`src/rtl/secure_test_pkg.sv`:
```
// Shared types and constants for the secure test-port gate: attack codes,
// gate state encoding, default LFSR seed/polynomial and the Galois step.
package secure_test_pkg;

  localparam logic [31:0] DEFAULT_LFSR_SEED = 32'hACE1_2025;
  localparam logic [31:0] DEFAULT_LFSR_POLY = 32'h8020_0003;

  typedef enum logic [3:0] {
    ATTACK_NONE   = 4'd0,
    ATTACK_MITM   = 4'd1,
    ATTACK_TAMPER = 4'd2
  } attack_e;

  typedef enum logic [1:0] {
    GATE_PASS   = 2'd0,
    GATE_DUMMY  = 2'd1,
    GATE_LOCKED = 2'd2
  } gate_state_e;

  // Right-shifting Galois step: shifted-out bit folds the mask back in.
  function automatic logic [31:0] galois_step(input logic [31:0] s,
                                              input logic [31:0] poly);
    return s[0] ? ((s >> 1) ^ poly) : (s >> 1);
  endfunction

endpackage

```
`src/rtl/pattern_lfsr.sv`:
```
// 32-bit Galois LFSR producing dummy scan beats; advances only when asked.
// An all-zero seed would lock the register at zero, so it is replaced by 1.
module pattern_lfsr
  import secure_test_pkg::*;
#(
  parameter logic [31:0] LFSR_SEED = DEFAULT_LFSR_SEED,
  parameter logic [31:0] LFSR_POLY = DEFAULT_LFSR_POLY
) (
  input  logic        clk,
  input  logic        rst_n,
  input  logic        advance,
  output logic [31:0] value
);

  localparam logic [31:0] SEED_EFF = (LFSR_SEED == 32'h0) ? 32'h1 : LFSR_SEED;

  logic [31:0] lfsr_q;
  logic [31:0] lfsr_d;

  always_comb begin
    lfsr_d = lfsr_q;
    if (advance) begin
      lfsr_d = galois_step(lfsr_q, LFSR_POLY);
    end
  end

  always_ff @(posedge clk) begin
    if (!rst_n) begin
      lfsr_q <= SEED_EFF;
    end else begin
      lfsr_q <= lfsr_d;
    end
  end

  assign value = lfsr_q;

endmodule

```
`src/rtl/secure_pattern_gate.sv`:
```
// Registered stream gate: forwards real beats, substitutes LFSR dummies, or
// locks the port until reset. Optional event log: SECURE_PATTERN_GATE_EVENT_LOG_EN.
module secure_pattern_gate
  import secure_test_pkg::*;
#(
  parameter logic [31:0] LFSR_SEED = DEFAULT_LFSR_SEED,
  parameter logic [31:0] LFSR_POLY = DEFAULT_LFSR_POLY
) (
  input  logic        clk,
  input  logic        rst_n,
  input  logic        send_dummy_patterns,
  input  logic        stop_test,
  input  logic        tamper_flag,
  input  logic [3:0]  attack_type,
  input  logic        in_valid,
  input  logic [31:0] in_data,
  output logic        in_ready,
  output logic        out_valid,
  output logic [31:0] out_data,
  input  logic        out_ready,
  output logic        locked,
  output logic [3:0]  locked_attack,
  output logic [7:0]  dummy_count,
  output logic [7:0]  event_count,
  output logic [3:0]  last_attack
);

  gate_state_e state_q, state_d;
  logic        out_valid_q, out_valid_d;
  logic [31:0] out_data_q, out_data_d;
  logic        out_is_dummy_q, out_is_dummy_d;
  logic        locked_q, locked_d;
  logic [3:0]  locked_attack_q, locked_attack_d;
  logic [7:0]  dummy_count_q, dummy_count_d;

  logic        slot_free;
  logic        dummy_load;
  logic [31:0] lfsr_value;

  pattern_lfsr #(
    .LFSR_SEED (LFSR_SEED),
    .LFSR_POLY (LFSR_POLY)
  ) u_lfsr (
    .clk     (clk),
    .rst_n   (rst_n),
    .advance (dummy_load),
    .value   (lfsr_value)
  );

  always_comb begin
    slot_free  = !out_valid_q || out_ready;
    in_ready   = (state_q == GATE_PASS) && slot_free;
    dummy_load = (state_q == GATE_DUMMY) && slot_free && !stop_test;

    state_d         = state_q;
    out_valid_d     = out_valid_q;
    out_data_d      = out_data_q;
    out_is_dummy_d  = out_is_dummy_q;
    locked_d        = locked_q;
    locked_attack_d = locked_attack_q;
    dummy_count_d   = dummy_count_q;

    if (out_valid_q && out_ready) begin
      out_valid_d = 1'b0;
      if (out_is_dummy_q && dummy_count_q != 8'hFF) begin
        dummy_count_d = dummy_count_q + 8'd1;
      end
    end

    case (state_q)
      GATE_PASS: begin
        if (in_valid && in_ready) begin
          out_valid_d    = 1'b1;
          out_data_d     = in_data;
          out_is_dummy_d = 1'b0;
        end
        if (send_dummy_patterns) begin
          state_d = GATE_DUMMY;
        end
      end
      GATE_DUMMY: begin
        if (dummy_load) begin
          out_valid_d    = 1'b1;
          out_data_d     = lfsr_value;
          out_is_dummy_d = 1'b1;
        end
        if (!send_dummy_patterns) begin
          state_d = GATE_PASS;
        end
      end
      default: begin
        state_d = GATE_LOCKED;
      end
    endcase

    // Lockout wins over everything and deliberately drops any pending beat.
    if (state_q != GATE_LOCKED && stop_test) begin
      state_d         = GATE_LOCKED;
      out_valid_d     = 1'b0;
      out_data_d      = 32'h0;
      out_is_dummy_d  = 1'b0;
      locked_d        = 1'b1;
      locked_attack_d = attack_type;
    end
  end

  always_ff @(posedge clk) begin
    if (!rst_n) begin
      state_q         <= GATE_PASS;
      out_valid_q     <= 1'b0;
      out_data_q      <= 32'h0;
      out_is_dummy_q  <= 1'b0;
      locked_q        <= 1'b0;
      locked_attack_q <= 4'h0;
      dummy_count_q   <= 8'h0;
    end else begin
      state_q         <= state_d;
      out_valid_q     <= out_valid_d;
      out_data_q      <= out_data_d;
      out_is_dummy_q  <= out_is_dummy_d;
      locked_q        <= locked_d;
      locked_attack_q <= locked_attack_d;
      dummy_count_q   <= dummy_count_d;
    end
  end

  assign out_valid     = out_valid_q;
  assign out_data      = out_data_q;
  assign locked        = locked_q;
  assign locked_attack = locked_attack_q;
  assign dummy_count   = dummy_count_q;

`ifdef SECURE_PATTERN_GATE_EVENT_LOG_EN
  logic       tamper_prev_q, tamper_prev_d;
  logic [7:0] event_count_q, event_count_d;
  logic [3:0] last_attack_q, last_attack_d;

  always_comb begin
    tamper_prev_d = tamper_flag;
    event_count_d = event_count_q;
    last_attack_d = last_attack_q;
    if (tamper_flag && !tamper_prev_q && event_count_q != 8'hFF) begin
      event_count_d = event_count_q + 8'd1;
    end
    if (attack_type != 4'h0) begin
      last_attack_d = attack_type;
    end
  end

  always_ff @(posedge clk) begin
    if (!rst_n) begin
      tamper_prev_q <= 1'b0;
      event_count_q <= 8'h0;
      last_attack_q <= 4'h0;
    end else begin
      tamper_prev_q <= tamper_prev_d;
      event_count_q <= event_count_d;
      last_attack_q <= last_attack_d;
    end
  end

  assign event_count = event_count_q;
  assign last_attack = last_attack_q;
`else
  logic unused_tamper_flag;
  assign unused_tamper_flag = tamper_flag;
  assign event_count = 8'h0;
  assign last_attack = 4'h0;
`endif

endmodule

```
`config.mk`:
```
export PLATFORM = sky130hd
export DESIGN_NAME = secure_pattern_gate
export DESIGN_NICKNAME = d
export VERILOG_FILES = /design/src/rtl/secure_test_pkg.sv /design/src/rtl/pattern_lfsr.sv /design/src/rtl/secure_pattern_gate.sv
export SDC_FILE = /design/constraint.sdc
export NUM_CORES = 1
export LEC_CHECK = 0
export ABC_AREA = 0
export CAP_MARGIN = 20
export CORE_UTILIZATION = 48
export CTS_CLUSTER_DIAMETER = 200
export DETAILED_ROUTE_END_ITERATION = 8
export GPL_TIMING_DRIVEN = 1
export PLACE_DENSITY_LB_ADDON = 0.3
export SYNTH_ARGS = -nofsm -noshare
export SYNTH_HDL_FRONTEND = slang
export SYNTH_HIERARCHICAL = 1
export SYNTH_SLANG_ARGS = --single-unit
```
`constraint.sdc`:
```
create_clock -name clk -period 2.1 [get_ports clk]
set_input_delay 0.525 -clock clk [delete_from_list [all_inputs] [get_ports clk]]
set_output_delay 0.525 -clock clk [all_outputs]
set_load 0.05 [all_outputs]
```
# Yosys cells after proc, flatten, opt, wreduce, memory -nomap -nowiden
# Index checks and enable logic that the tools add are counted.
totals:
  output_inout_bits: 59
  romBits: 0
  regBits: 81
  mem_bits_rw: 0
  mem_count: 0
  latchBits: 0
op_classes:
  order_cmp: 0
  multipliers: 0
  n_bitwise: 2
  n_shift: 0
  n_mux: 15
  div_mod_pow: 0
  n_eq_ne: 9
  addsub: 1
  reduce_logical: 17
op_table:
  columns: ["cell", "n"]
  rows:
  - ["32-bit two-way mux", 3]
  - ["32-bit case mux with 2 select lines", 1]
  - ["8-bit by 1-bit adder with 8-bit output (second input constant)", 1]
  - ["2-bit inequality test (second input constant)", 4]
  - ["8-bit inequality test (second input constant)", 1]
  - ["1-bit logical AND", 7]
  - ["2-bit two-way mux", 3]
  - ["3-bit by 2-bit inequality test with 1-bit output (second input constant)", 2]
  - ["2-bit AND reduction", 3]
  - ["1-bit two-way mux", 5]
  - ["3-bit NOT with 4-bit output", 1]
  - ["1-bit case mux with 2 select lines", 2]
  - ["2-bit case mux with 2 select lines", 1]
  - ["3-bit AND reduction", 1]
  - ["2-bit by 1-bit equality test with 1-bit output (second input constant)", 1]
  - ["1-bit zero test", 2]
  - ["2-bit zero test", 1]
  - ["2-bit by 1-bit inequality test with 1-bit output (second input constant)", 1]
  - ["2-bit nonzero test", 1]
  - ["2-bit OR reduction", 1]
  - ["1-bit logical OR", 1]
  - ["1-bit NOT", 1]

# Depth between registers and ports, before layout
depth:
  word_depth: 6
  depth_mapped: 7
  ltp_nobuf: 5

# Modules after synthesis
# The synthesis kept the hierarchy.
modules_own_cells:
  columns: ["module", "instances", "cells_each", "area_per_inst_um2", "seq_area_each_um2"]
  rows:
  - ["secure_pattern_gate", 1, 234, 2339.7, 980.9]
  - ["pattern_lfsr", 1, 106, 1219.9, 640.6]

# Worst setup path after synthesis
# OpenSTA, ideal clock, no wires.
synth_path:
  kind: "register to output"
  startpoint: "register out_valid_q, in the netlist out_valid"
  endpoint: "output port in_ready"
  arrival_ns: 1.815
  slack_ns: -0.240
  required_time_ns: 1.575
  path_stages_with_launch: 3
  path_cell_list: "dfxtp_1 > nor2b_1 > nor3_1"
synth_via:
  elab_chain_cells: 3
synth_rtl:
  columns: ["item", "line_no", "source"]
  rows:
  - ["start: declaration", "secure_pattern_gate.sv:29", "logic out_valid_q, out_valid_d;"]
  - ["start signal: assignment", "secure_pattern_gate.sv:118", "out_valid_q <= out_valid_d;"]
  - ["1-bit zero test", "secure_pattern_gate.sv:51", "slot_free = !out_valid_q || out_ready;"]
  - ["1-bit logical OR", "secure_pattern_gate.sv:51", null]
  - ["1-bit logical AND", "secure_pattern_gate.sv:52", "in_ready = (state_q == GATE_PASS) && slot_free;"]
  - ["end: declaration", "secure_pattern_gate.sv:17", "output logic in_ready,"]
# No other way between the ends.

# Worst setup path after layout
layout_path:
  startpoint: "register locked_attack_q[2], in the netlist locked_attack[2]"
  endpoint: "output port locked_attack[2]"
layout_rtl:
  columns: ["item", "line_no", "source"]
  rows:
  - ["start: declaration", "secure_pattern_gate.sv:33", "logic [3:0] locked_attack_q, locked_attack_d;"]
  - ["start signal: assignment", "secure_pattern_gate.sv:122", "locked_attack_q <= locked_attack_d;"]
  - ["end: declaration", "secure_pattern_gate.sv:22", "output logic [3:0] locked_attack,"]
# No word-level cell between the ends.

==> run_results.csv <==
group,metric,value,unit
cts,cts_made_buffers,9,
detailed_routing,dr.first_iter.drc_count,44,
grt,antenna_found_initial,0,
timing,hold_viol_final,0,
worst_setup_path,arrival,1.49,ns
timing,max_freq,0.496,GHz
worst_setup_path,cp_cell_sequence,"clkdlybuf4s50_1",
timing,rsz0062_at_grt,"no",
power_and_ir_drop,leakage,0.00171,uW
worst_setup_path,reg2reg_slack,0.48,ns
power_and_ir_drop,power_switching,991,uW
timing,finalSetupViolations,0,
worst_setup_path,cp.required,1.57,ns
worst_setup_path,end_kind,"output pin",
power_and_ir_drop,p_sw_share,29.9,%
yosys,yosys_warnings,6,
power_and_ir_drop,internal_power,2320,uW
yosys,yosysSeqAreaShare,45.6,%
grt,grt_max_degree,38,
yosys,async_flop_share,0,%
worst_setup_path,critical_path_buf_inv_count,1,
worst_setup_path,critPathMaxFanout,2,
final_layout,syn_to_final_growth,31.9,%
detailed_routing,dr.pass1.iters,4,
timing,max-slew-margin-rel,65.5,%
final_layout,layout.cells.non_filler,534,
grt,grt_pass1_vias,2483,
min_path,hold_depth,2,
power_and_ir_drop,pwr-share-seq,49.2,%
timing,fin_crit_sh,96.1,%
power_and_ir_drop,irDropWorstVdd,0.386,mV
timing,worst_pin_slew,0.516,ns
yosys,ys.flop_type,"dfxtp_1",
place,hpwlAfterDp,5130,um
timing,skew,0.00841,ns
floorplanning,core_region_area,7210,um2
final_layout,nets,474,
floorplanning,die_h,88.1,um
cts,cts_max_level,3,
floorplanning,die_area,7760,um2
timing,slew_violations,0,
yosys,synth_cell_type_count,36,
place,port-buffer-count,88,
yosys,synth_edf_count,0,
min_path,hold_class,"flop to flop",
detailed_routing,drtAntennaViolNets,0,
detailed_routing,wl_per_cell,13.4,um
place,dpl_worst_slack,-0.0911,ns
yosys,synth_seq_cells,81,
cts,post_cts_buffers,0,
detailed_routing,num_vias,2654,
floorplanning,die_w,88.1,um
floorplanning,num_rows,31,
worst_setup_path,critPathKind,"flop to output pin",
detailed_routing,routed_via_density,4.97,
floorplanning,initial_core_util,49.3,%
worst_setup_path,critPathSlowestCell,"clkdlybuf4s50_1",
cts,clkLatencyLatePin,0.34,ns
min_path,min-delay-start,"locked",
worst_setup_path,critPathTopFamily,"buffers and inverters",
power_and_ir_drop,p_comb_share,20.3,%
grt,grt_pass1_wl,11600,um
place,dp.cells,518,
cts,cts_tree,"yes",
final_layout,n_antenna_cell,0,
worst_setup_path,rr_startpoint,"state_q[1]",
timing,period_needed,2.02,ns
grt,gr-total-overflow,0,
detailed_routing,drcViolationCount,0,
final_layout,drive_gt1_share,14.0,%
worst_setup_path,r2r_end,"out_data[27]",
detailed_routing,routed_wl,7140,um
worst_setup_path,crit_path_max_incr_delay,0.81,ns
status,status,"finished, final reports clean",
floorplanning,io_pins,102,
grt,grt_usage,19.3,%
worst_setup_path,start_kind,"flop",
timing,whs,0.454,ns
yosys,avgSynthCellArea,10.5,um2
yosys,netlist_instances,340,
power_and_ir_drop,power_density,705,nW/um2
flow_run,max-cap-violations,0,
min_path,hold_path_end,"locked",
timing,setup_ws,0.0824,ns
cts,clk_pin_slew_worst_paths,0.08,ns
cts,ctsRootBufferMaster,"clkbuf_8",
place,gp_congestion,0.724,
cts,clock-sinks,81,
cts,cts_buffer_depth,2,
power_and_ir_drop,power.share.clock,30.5,%
yosys,syn_area,3560,um2
worst_setup_path,reg2reg_depth,5,
## worst max-delay path by stage
stage / cells after the start / from / endpoint
global placement: 7 / out_ready / out_data[26]
finish: 1 / locked_attack[2] / locked_attack[2]
CTS: 1 / dummy_count[1] / dummy_count[1]
floorplan: 2 / out_valid / in_ready
detailed placement: 7 / out_ready / out_data[25]
global route: 1 / locked_attack[2] / locked_attack[2]
## power groups by stage
stage,Combinational (uW),Clock (uW),Sequential [uW]
5_1_grt,718,1110,1630
3_5_place_dp,676,0,1660
2_1_floorplan,301,0,1830
4_1_cts,678,1040,1630
3_3_place_gp,665,0,1660
6_report,671,1010,1630
## worst reg2reg max path, delay by kind of cell, from the launching register on
kind / cells / cell delay, ns
AOI/OAI and AO/OA: 2 / 0.55
buffers and inverters: 2 / 0.34
DFF: 1 / 0.51
and+or+nand+nor: 1 / 0.14
## repair_timing
item | in CTS | in global routing
hold buffers | 0 | 0
setup endpoints to repair | 2 | 7
resized for setup | 2 | 7
gates cloned | 0 | 0
## per-stage QoR
step / util [%] / total power [uW] / setup TNS (ns) / instance area (um2)
2_1_floorplan: - / 2130 / 0 / 3610
3_3_place_gp: 62.5 / 2330 / -0.116 / 4510
3_5_place_dp: 62.5 / 2340 / -0.903 / 4510
4_1_cts: 64.8 / 3350 / 0 / 4680
5_1_grt: 65.1 / 3470 / 0 / 4690
6_report: 65.1 / 3310 / 0 / 4690
## Yosys cell counts, types with 3 or more instances
master | count | share of area [%]
dfxtp_1 | 81 | 46
mux2i_1 | 66 | 19
nor2_1 | 43 | 4.5
a211oi_2 | 23 | 8.1
nor2b_1 | 21 | 3.7
buf_4 | 18 | 3.8
nand2_1 | 12 | 1.3
a211oi_1 | 11 | 2.3
buf_2 | 8 | 1.1
a21oi_1 | 7 | 0.98
nand3_1 | 5 | 0.70
inv_1 | 4 | 0.42
o31ai_1 | 4 | 0.84
buf_6 | 3 | 0.95
clkbuf_1 | 3 | 0.32
nand2b_1 | 3 | 0.53
or4_1 | 3 | 0.63
## cells in the final DEF, fill, tap and decap left out, types with 11 or more instances in the layout
cell / count
a211oi_2: 22
buf_4: 15
nand2_1: 12
clkdlybuf4s50_1: 77
nor2b_1: 19
a211oi_1: 11
mux2i_1: 66
dfxtp_1: 81
nor2_1: 43
conb_1: 12
## cell families (layout without fill, tap and decap cells)
| kind of cell | Yosys count | count (layout) | synth area share, % |
|---|---|---|---|
| and+or+nand+nor | 95 | 95 | 12.8 |
| DFF | 81 | 81 | 45.6 |
| muxes | 66 | 66 | 18.6 |
| AOI/OAI and AO/OA | 54 | 54 | 14.0 |
| buffers and inverters | 39 | 123 | 7.94 |
| xor gates and xnor gates | 3 | 3 | 0.738 |
| adders and majority gates | 1 | 1 | 0.351 |
| other | 1 | 12 | 0.105 |
## flip-flops by register name, indices dropped and copies added (netlist names)
name            count
out_valid           1
out_is_dummy_q      1
u_lfsr/value       32
out_data           32
state_q             2
locked_attack       4
locked              1
dummy_count         8
## layout make-up
| type | count | area (um2) |
|---|---|---|
| well taps | 99 | 124 |
| flip-flops and latches | 81 | 1620 |
| inverters | 4 | 15.0 |
| clock buffers | 12 | 145 |
| clock inverters | 4 | 28.8 |
| fillers | 620 | 2520 |
| multi-input cells | 231 | 1720 |
| repair buffers | 103 | 1040 |
## per-layer routing
layer	up-vias	track usage (%)	wire length (um)	part of all wire, %
li1	1347	-	-	-
met1	1244	23.4	3250	45
met2	58	33.1	3580	50
met3	5	4.62	264	3.7
met4	0	7.48	55	0.77
met5	-	0	0	0
No activity file was read; power rests on OpenSTA's default activity.
